<file path="src/rtl/axi_arb_pkg.sv">
// Shared types and constants for the AXI read-channel arbiter and its round-robin picker.
package axi_arb_pkg;

    localparam int ADDR_W_DEF = 32;
    localparam int DATA_W_DEF = 32;
    localparam int LEN_W_DEF  = 8;

    typedef enum logic [1:0] {
        IDLE = 2'd0,
        AR   = 2'd1,
        R    = 2'd2
    } state_t;

    localparam logic GNT_M0 = 1'b0;
    localparam logic GNT_M1 = 1'b1;

endpackage

</file>
<file path="src/rtl/rr_arb2.sv">
// Combinational two-way round-robin picker: a lone request wins outright,
// a tie goes to the master named by i_ptr. Zero latency, no backpressure.
module rr_arb2
    import axi_arb_pkg::*;
(
    input  logic       i_req0,
    input  logic       i_req1,
    input  logic       i_ptr,
    output logic [1:0] o_gnt,
    output logic       o_gnt_id
);

    always_comb begin
        o_gnt_id = GNT_M0;
        o_gnt    = 2'b00;
        if (i_req0 && i_req1) begin
            o_gnt_id = i_ptr;
        end else if (i_req1) begin
            o_gnt_id = GNT_M1;
        end
        if (i_req0 || i_req1) begin
            o_gnt = (o_gnt_id == GNT_M1) ? 2'b10 : 2'b01;
        end
    end

endmodule

</file>
<file path="src/rtl/axi_rd_arbiter.sv">
// Two-master AXI read arbiter: one whole transaction (AR + R burst) at a time, round-robin,
// registered AR (request in cycle N -> axi_arvalid_o in N+1); R backpressure passes straight through.
module axi_rd_arbiter
    import axi_arb_pkg::*;
#(
    parameter int ADDR_W     = ADDR_W_DEF,
    parameter int DATA_W     = DATA_W_DEF,
    parameter int LEN_W      = LEN_W_DEF,
    parameter int RESET_PRIO = 0
) (
    input  logic              clk,
    input  logic              rst,
    input  logic              m0_arvalid_i,
    output logic              m0_arready_o,
    input  logic [ADDR_W-1:0] m0_araddr_i,
    input  logic [LEN_W-1:0]  m0_arlen_i,
    output logic              m0_rvalid_o,
    input  logic              m0_rready_i,
    output logic [DATA_W-1:0] m0_rdata_o,
    output logic              m0_rlast_o,
    input  logic              m1_arvalid_i,
    output logic              m1_arready_o,
    input  logic [ADDR_W-1:0] m1_araddr_i,
    input  logic [LEN_W-1:0]  m1_arlen_i,
    output logic              m1_rvalid_o,
    input  logic              m1_rready_i,
    output logic [DATA_W-1:0] m1_rdata_o,
    output logic              m1_rlast_o,
    output logic              axi_arvalid_o,
    input  logic              axi_arready_i,
    output logic [ADDR_W-1:0] axi_araddr_o,
    output logic [LEN_W-1:0]  axi_arlen_o,
    input  logic              axi_rvalid_i,
    output logic              axi_rready_o,
    input  logic [DATA_W-1:0] axi_rdata_i,
    input  logic              axi_rlast_i,
    output logic              len_err_o
);

    state_t            r_state;
    state_t            w_state_nxt;
    logic              r_gnt_id;
    logic              r_ptr;
    logic              r_len_err;
    logic              r_arvalid;
    logic [ADDR_W-1:0] r_araddr;
    logic [LEN_W-1:0]  r_arlen;
    logic [LEN_W:0]    r_cnt;

    logic [1:0]        w_gnt;
    logic              w_gnt_id;
    logic              w_take;
    logic              w_rready;
    logic              w_rhs;
    logic              w_len_bad;

    rr_arb2 u_pick (
        .i_req0   (m0_arvalid_i),
        .i_req1   (m1_arvalid_i),
        .i_ptr    (r_ptr),
        .o_gnt    (w_gnt),
        .o_gnt_id (w_gnt_id)
    );

    assign w_take    = (r_state == IDLE) && (|w_gnt);
    assign w_rready  = (r_gnt_id == GNT_M1) ? m1_rready_i : m0_rready_i;
    assign w_rhs     = (r_state == R) && axi_rvalid_i && w_rready;
    // r_cnt holds beats already accepted, so the current beat is last-legal when r_cnt == arlen
    assign w_len_bad = axi_rlast_i ? (r_cnt != {1'b0, r_arlen}) : (r_cnt >= {1'b0, r_arlen});

    assign axi_arvalid_o = r_arvalid;
    assign axi_araddr_o  = r_araddr;
    assign axi_arlen_o   = r_arlen;
    assign len_err_o     = r_len_err;

    always_comb begin
        w_state_nxt  = r_state;
        m0_arready_o = 1'b0;
        m1_arready_o = 1'b0;
        m0_rvalid_o  = 1'b0;
        m1_rvalid_o  = 1'b0;
        m0_rdata_o   = '0;
        m1_rdata_o   = '0;
        m0_rlast_o   = 1'b0;
        m1_rlast_o   = 1'b0;
        axi_rready_o = 1'b0;
        case (r_state)
            IDLE: begin
                m0_arready_o = !rst && w_gnt[0];
                m1_arready_o = !rst && w_gnt[1];
                if (w_take) w_state_nxt = AR;
            end
            AR: begin
                if (axi_arready_i) w_state_nxt = R;
            end
            R: begin
                axi_rready_o = w_rready;
                if (r_gnt_id == GNT_M1) begin
                    m1_rvalid_o = axi_rvalid_i;
                    m1_rdata_o  = axi_rdata_i;
                    m1_rlast_o  = axi_rlast_i;
                end else begin
                    m0_rvalid_o = axi_rvalid_i;
                    m0_rdata_o  = axi_rdata_i;
                    m0_rlast_o  = axi_rlast_i;
                end
                if (w_rhs && axi_rlast_i) w_state_nxt = IDLE;
            end
            default: w_state_nxt = IDLE;
        endcase
    end

    always_ff @(posedge clk) begin
        if (rst) begin
            r_state   <= IDLE;
            r_gnt_id  <= GNT_M0;
            r_ptr     <= 1'(RESET_PRIO);
            r_len_err <= 1'b0;
            r_arvalid <= 1'b0;
            r_araddr  <= '0;
            r_arlen   <= '0;
            r_cnt     <= '0;
        end else begin
            r_state <= w_state_nxt;
            if (w_take) begin
                r_arvalid <= 1'b1;
                r_araddr  <= (w_gnt_id == GNT_M1) ? m1_araddr_i : m0_araddr_i;
                r_arlen   <= (w_gnt_id == GNT_M1) ? m1_arlen_i : m0_arlen_i;
                r_gnt_id  <= w_gnt_id;
                r_cnt     <= '0;
            end
            if ((r_state == AR) && axi_arready_i) begin
                r_arvalid <= 1'b0;
            end
            if (w_rhs) begin
                if (~&r_cnt) r_cnt <= r_cnt + (LEN_W+1)'(1);
                if (w_len_bad) r_len_err <= 1'b1;
                // fairness moves only when a transaction finishes, never on a bare grant
                if (axi_rlast_i) r_ptr <= ~r_gnt_id;
            end
        end
    end

endmodule
</file>
<file path="config.mk">
export PLATFORM = sky130hd
export DESIGN_NAME = axi_rd_arbiter
export DESIGN_NICKNAME = d
export VERILOG_FILES = /design/src/rtl/axi_arb_pkg.sv /design/src/rtl/rr_arb2.sv /design/src/rtl/axi_rd_arbiter.sv
export SDC_FILE = /design/constraint.sdc
export NUM_CORES = 1
export LEC_CHECK = 0
export ABC_AREA = 1
export CAP_MARGIN = 25
export CORE_ASPECT_RATIO = 2
export CORE_MARGIN = 1.5
export CORE_UTILIZATION = 35
export CTS_CLUSTER_SIZE = 14
export DETAILED_ROUTE_END_ITERATION = 8
export PLACE_DENSITY = 0.92
export SYNTH_ARGS = -nofsm -noshare
export SYNTH_HDL_FRONTEND = slang
export SYNTH_SLANG_ARGS = --single-unit
</file>
<file path="constraint.sdc">
create_clock -name clk -period 2.09 [get_ports clk]
set_input_delay 0.3135 -clock clk [delete_from_list [all_inputs] [get_ports clk]]
set_output_delay 0.3135 -clock clk [all_outputs]
set_load 0.01 [all_outputs]
</file>
=== Word level (Yosys, flattened, before mapping) ===
Index checks and enable logic that the tools add are counted.

* Add/subtract/negate cells: 1
* $lt $le $gt $ge: 1
* Equality and inequality tests: 6
* Mux-type cells: 30
* Bitwise operators: 1
* Reduce and logical (&&, ||, !) cells: 17

{| class="wikitable"
|+ Operators with widths
! cell !! count
|-
| 2-to-1 mux 32 bit || 5
|-
| 2-to-1 mux 9 bit || 3
|-
| 2-to-1 mux 1 bit || 15
|-
| 2-to-1 mux 2 bit || 5
|-
| adder 9 x 1 -> 9 bit (second input constant) || 1
|-
| greater-or-equal comparator 9 x 8 -> 1 bit || 1
|-
| inequality test 9 x 8 -> 1 bit || 1
|-
| AND reduction 9 bit || 1
|-
| logical AND 1 bit || 8
|-
| 2-to-1 mux 8 bit || 1
|-
| one-hot mux 2 bit (3 select lines) || 1
|-
| inequality test 2 bit (second input constant) || 2
|-
| AND reduction 2 bit || 2
|-
| OR reduction 2 bit || 2
|-
| AND reduction 3 bit || 1
|-
| equality test 2 x 1 -> 1 bit (second input constant) || 1
|-
| equality test 2 bit (second input constant) || 1
|-
| zero test 2 bit || 1
|-
| inequality test 2 x 1 -> 1 bit (second input constant) || 1
|-
| zero test 1 bit || 1
|-
| logical OR 1 bit || 1
|-
| inverter 1 bit || 1
|}

* Register bits: 55
* Bits of input ports: 121
* Output and inout bits: 113
* Word-level logic and storage cells: 64

=== Longest topological paths before layout ===
* Word-level depth: 9
* Depth in mapped cells: 12
* Depth with buffers taken out: 12

=== Modules after synthesis ===
From an unflattened synthesis, not the netlist that was laid out.

* Cell total of the unflattened synthesis: 492
* Area, all modules: 3195.6 um^2

{| class="wikitable"
|+ By module, submodules not included
! module !! times used !! cells an instance !! area each (um^2) !! seq. area each (um^2)
|-
| axi_rd_arbiter || 1 || 486 || 3170.5 || 1101.1
|-
| rr_arb2 || 1 || 6 || 25.0 || 0.0
|}

=== Worst setup path before layout ===
OpenSTA, ideal clock, no wires.

* Path type: reg-to-reg
* Start point: reg r_cnt[0]
* End point: reg r_cnt[0]
* Setup time: 119 ps
* Arrival: 1362 ps
* Required time: 1971 ps
* Path slack: 608 ps
* Cell stages (with the launch flop): 9
* Cells stage by stage: dfxtp_1 -> ha_1 -> nand4_1 -> nor3_1 -> ha_1 -> nor2_4 -> inv_2 -> o21ai_0 -> a21oi_1

* Longest elaborated chain between the ends: 3

{| class="wikitable"
|+ RTL lines
! item !! line !! source
|-
| start: declaration || axi_rd_arbiter.sv:48 || <nowiki>logic [LEN_W:0] r_cnt;</nowiki>
|-
| start signal: assignment || axi_rd_arbiter.sv:136 || <nowiki>if (~&r_cnt) r_cnt <= r_cnt + (LEN_W+1)'(1);</nowiki>
|-
| adder 9 x 1 -> 9 bit, or another cell as far along || axi_rd_arbiter.sv:136 ||
|-
| 2-to-1 mux 9 bit || axi_rd_arbiter.sv:136 ||
|-
| 2-to-1 mux 9 bit (*) || axi_rd_arbiter.sv:135 || <nowiki>if (w_rhs) begin</nowiki>
|}

Every way passes the cells marked *; elsewhere a longest branch is shown, timed or not.
A chain may end at the register's enable or synchronous reset.

=== Final worst setup path ===
* Start point: reg r_state[0]
* End point: out m1_rdata_o[5]

* Longest elaborated chain between the ends: 2

{| class="wikitable"
|+ RTL lines
! item !! line !! source
|-
| start: declaration || axi_rd_arbiter.sv:40 || <nowiki>state_t r_state;</nowiki>
|-
| start signal: assignment || axi_rd_arbiter.sv:124 || <nowiki>r_state <= w_state_nxt;</nowiki>
|-
| equality test 2 bit || axi_rd_arbiter.sv:87 || <nowiki>case (r_state)</nowiki>
|-
| 2-to-1 mux 32 bit || axi_rd_arbiter.sv:87 ||
|-
| end: declaration || axi_rd_arbiter.sv:27 || <nowiki>output logic [DATA_W-1:0] m1_rdata_o,</nowiki>
|}

Every way passes these cells.

==> out/qor.yml <==
clock_network:
  path_clk_slew_ns: 0.08
  root_buffer: "clkbuf_16"
  clk_latency_ns: 0.30
  cts_num_sinks: 55
  cts_tree: "yes"
  clockBufferDepth: 2
  ctsHoldBuffers: 0
  htree_levels: 2
  cts_buffers: 5
floorplan:
  initial_core_util_pct: 36.2
  io_pins: 234
  die_x_um: 71.2
  core_area_um2: 9010
  num_rows: 49
  die_h_um: 139
  fp.dieArea_um2: 9940
global_routing:
  grt_start_max_net_pins: 47
  overflow: 0
  antenna_found_initial: 0
  grt_pass1_wl_um: 19200
  grt_pass1_vias: 4165
  grtUsageTotal_pct: 24.0
hold_path:
  whs_path_depth: 2
  holdCritStartpoint: "len_err_o"
  hold_path.class: "reg2reg"
  hold_end: "len_err_o"
timing:
  setup_ws_ns: 0.0881
  holdWs_ns: 0.459
  fin_setup_tns_ns: 0
  clock_skew_ns: 0.00763
  period_share_pct: 95.8
  slew_headroom_pct: 76.4
  finalMaxSlewViolations: 0
  fmax_mhz: 500
  worst_pin_slew_ns: 0.354
  setup_viol: 0
  fin_crit_ns: 2.00
  rsz0062_at_grt: "false"
  hold_viol_final: 0
logic_synthesis:
  synthFlopType: "dfxtp_1"
  synth_edf_count: 0
  synth_common_cells: "109 x nand2_1, 96 x inv_1, 85 x nor2_1"
  syn_nets: 645
  synth-async-reset-ratio_pct: 0
  synth_cells: 514
  syn_area_um2: 3260
  yosysMostFrequentCell: "nand2_1"
  yosysTopAreaCell: "dfxtp_1"
  ys_top_cells_by_area: "dfxtp_1 34%, nand2_1 13%, inv_1 11%"
  avgSynthCellArea_um2: 6.34
  ys_seq_area_share_pct: 33.8
  synth_cell_type_count: 27
  ys_ff_latch: 55
  yosysWarnings: 0
  synth_top_area_share_pct: 33.8
setup_path:
  cp.required_ns: 1.78
  r2r-end: "r_cnt[8]"
  critPathMaxFanout: 34
  path_buf_inv: 4
  path_depth: 7
  slowest_delay_ns: 0.34
  worstPathArrival_ns: 1.69
  path_cells: "inv_1 > nand2_2 > inv_2 > nand2_1 > buf_12 > nor2_1 > dlygate4sd2_1"
  cp_top_family: "buffers and inverters"
  r2r.worst_path.cells: 8
  critical_path.startpoint_type: "flop"
  crit_type: "reg2out"
  cp-end-kind: "output port"
  crit_slowest_cell: "dfxtp_1"
  rr_startpoint: "r_cnt[0]"
  r2r_slack_ns: 0.26
layout:
  n_antenna_cell: 0
  nNetsFinal: 877
  area_growth_pct: 79.4
  seqCellArea_um2: 1100
  fillerInstances: 794
  postLayoutCoreUtil_pct: 64.9
  finalNonFillerCells: 849
  multiInputGateArea_um2: 1650
  drive_gt1_share_pct: 5.89
drt:
  drc: 0
  drt_iter0_drc: 144
  vias: 4190
  ant_nets: 0
  drt_wl_total_um: 12200
  viasPerCell: 4.94
  wire_per_inst_um: 14.3
  first_pass_iters: 4
place:
  dp.cells: 841
  portBuffers: 233
  dpl_worst_slack_ns: 0.0445
  gp_congestion: 0.884
  hpwl_um: 10000
status:
  run_status: "finished clean"
pwr:
  p_leak_nw: 3.06
  power-per-cell-area_nw_per_um2: 536
  ir_drop_mv: 0.553
job:
  drv_cap: 0
layer usage:
metal / global-route usage [%] / vias to the layer above / part of all wire [%]
met2: 45.3 / 233 / 53
met3: 5.50 / 35 / 9.5
met4: 11.5 / 0 / 3.4
li1: - / 2073 / -
met1: 23.6 / 1849 / 34
met5: 0 / - / 0
where the power goes:
| group | internal, mW | switching [mW] | total [mW] |
|---|---|---|---|
| registers | 1.15 | 0.0619 | 1.21 |
| clock network | 0.489 | 0.409 | 0.897 |
| logic | 0.555 | 0.468 | 1.02 |
| total | 2.20 | 0.939 | 3.13 |
timing repair:
action | in CTS | in global routing
setup endpoints to repair | 66 | 16
resized for setup | 68 | 10
setup buffers | 0 | 0
cell families (layout without fill, tap and decap cells):
family	count (synthesis)	after routing	synth area share, %
DFF	55	55	33.8
buffers and inverters	127	360	16.4
AOI/OAI and AO/OA	66	66	13.5
adders and majority gates	10	10	3.84
and+or+nand+nor	256	256	32.5
cell type report:
class | instances | share of cell area, %
Inverter | 101 | 6.48
Tap cell | 102 | 2.18
Sequential cell | 55 | 18.8
Clock inverter | 2 | 0.342
Timing Repair Buffer | 251 | 41.5
Multi-Input combinational cell | 332 | 28.3
Clock buffer | 6 | 2.38
state kept, by name (all words and copies together) (netlist names):
| register | flops |
|---|---|
| axi_arlen_o | 8 |
| axi_arvalid_o | 1 |
| axi_araddr_o | 32 |
| len_err_o | 1 |
| r_gnt_id | 1 |
| r_cnt | 9 |
| r_state | 2 |
| r_ptr | 1 |
how the worst max path moves through the flow:
stage                       startpoint              to  slack [ns]
after floorplan               r_cnt[0]        r_cnt[0]        0.61
after CTS                   r_state[0]  m0_rdata_o[10]       -0.02
after global placement    m0_arvalid_i    m1_arready_o        0.06
after global routing        r_state[0]   m1_rdata_o[5]       0.003
after detailed placement  m0_arvalid_i    m1_arready_o        0.04
final                       r_state[0]   m1_rdata_o[5]        0.09
tightest hold or removal path, delay by kind of cell, from the launching register on:
family,cells,cell delay (ns)
AOI/OAI and AO/OA,1,0.05
DFF,1,0.31
buffers and inverters,1,0.05
layout by cell type (no fill, tap or decap), types with 5 or more instances in the layout:
cell type        Yosys  routed
clkdlybuf4s50_1      0     167
nand2_1            109     108
inv_1               96      95
nor2_1              85      82
dlygate4sd2_1        0      61
dfxtp_1             55      55
nand3_1             47      47
o211ai_1            32      32
buf_4                1      15
a21oi_1             13      13
o21ai_0             12      12
ha_1                10      10
inv_2                5       6
nor3_1               6       6
clkbuf_16            0       5
per-stage QoR:
step	total power [mW]	area (µm²)
after global routing	3.30	5850
final	3.13	5850
after floorplan	1.68	3260
after detailed placement	2.27	5720
after CTS	3.16	5820
after global placement	2.24	5720
No activity file was read; power rests on OpenSTA's default activity.
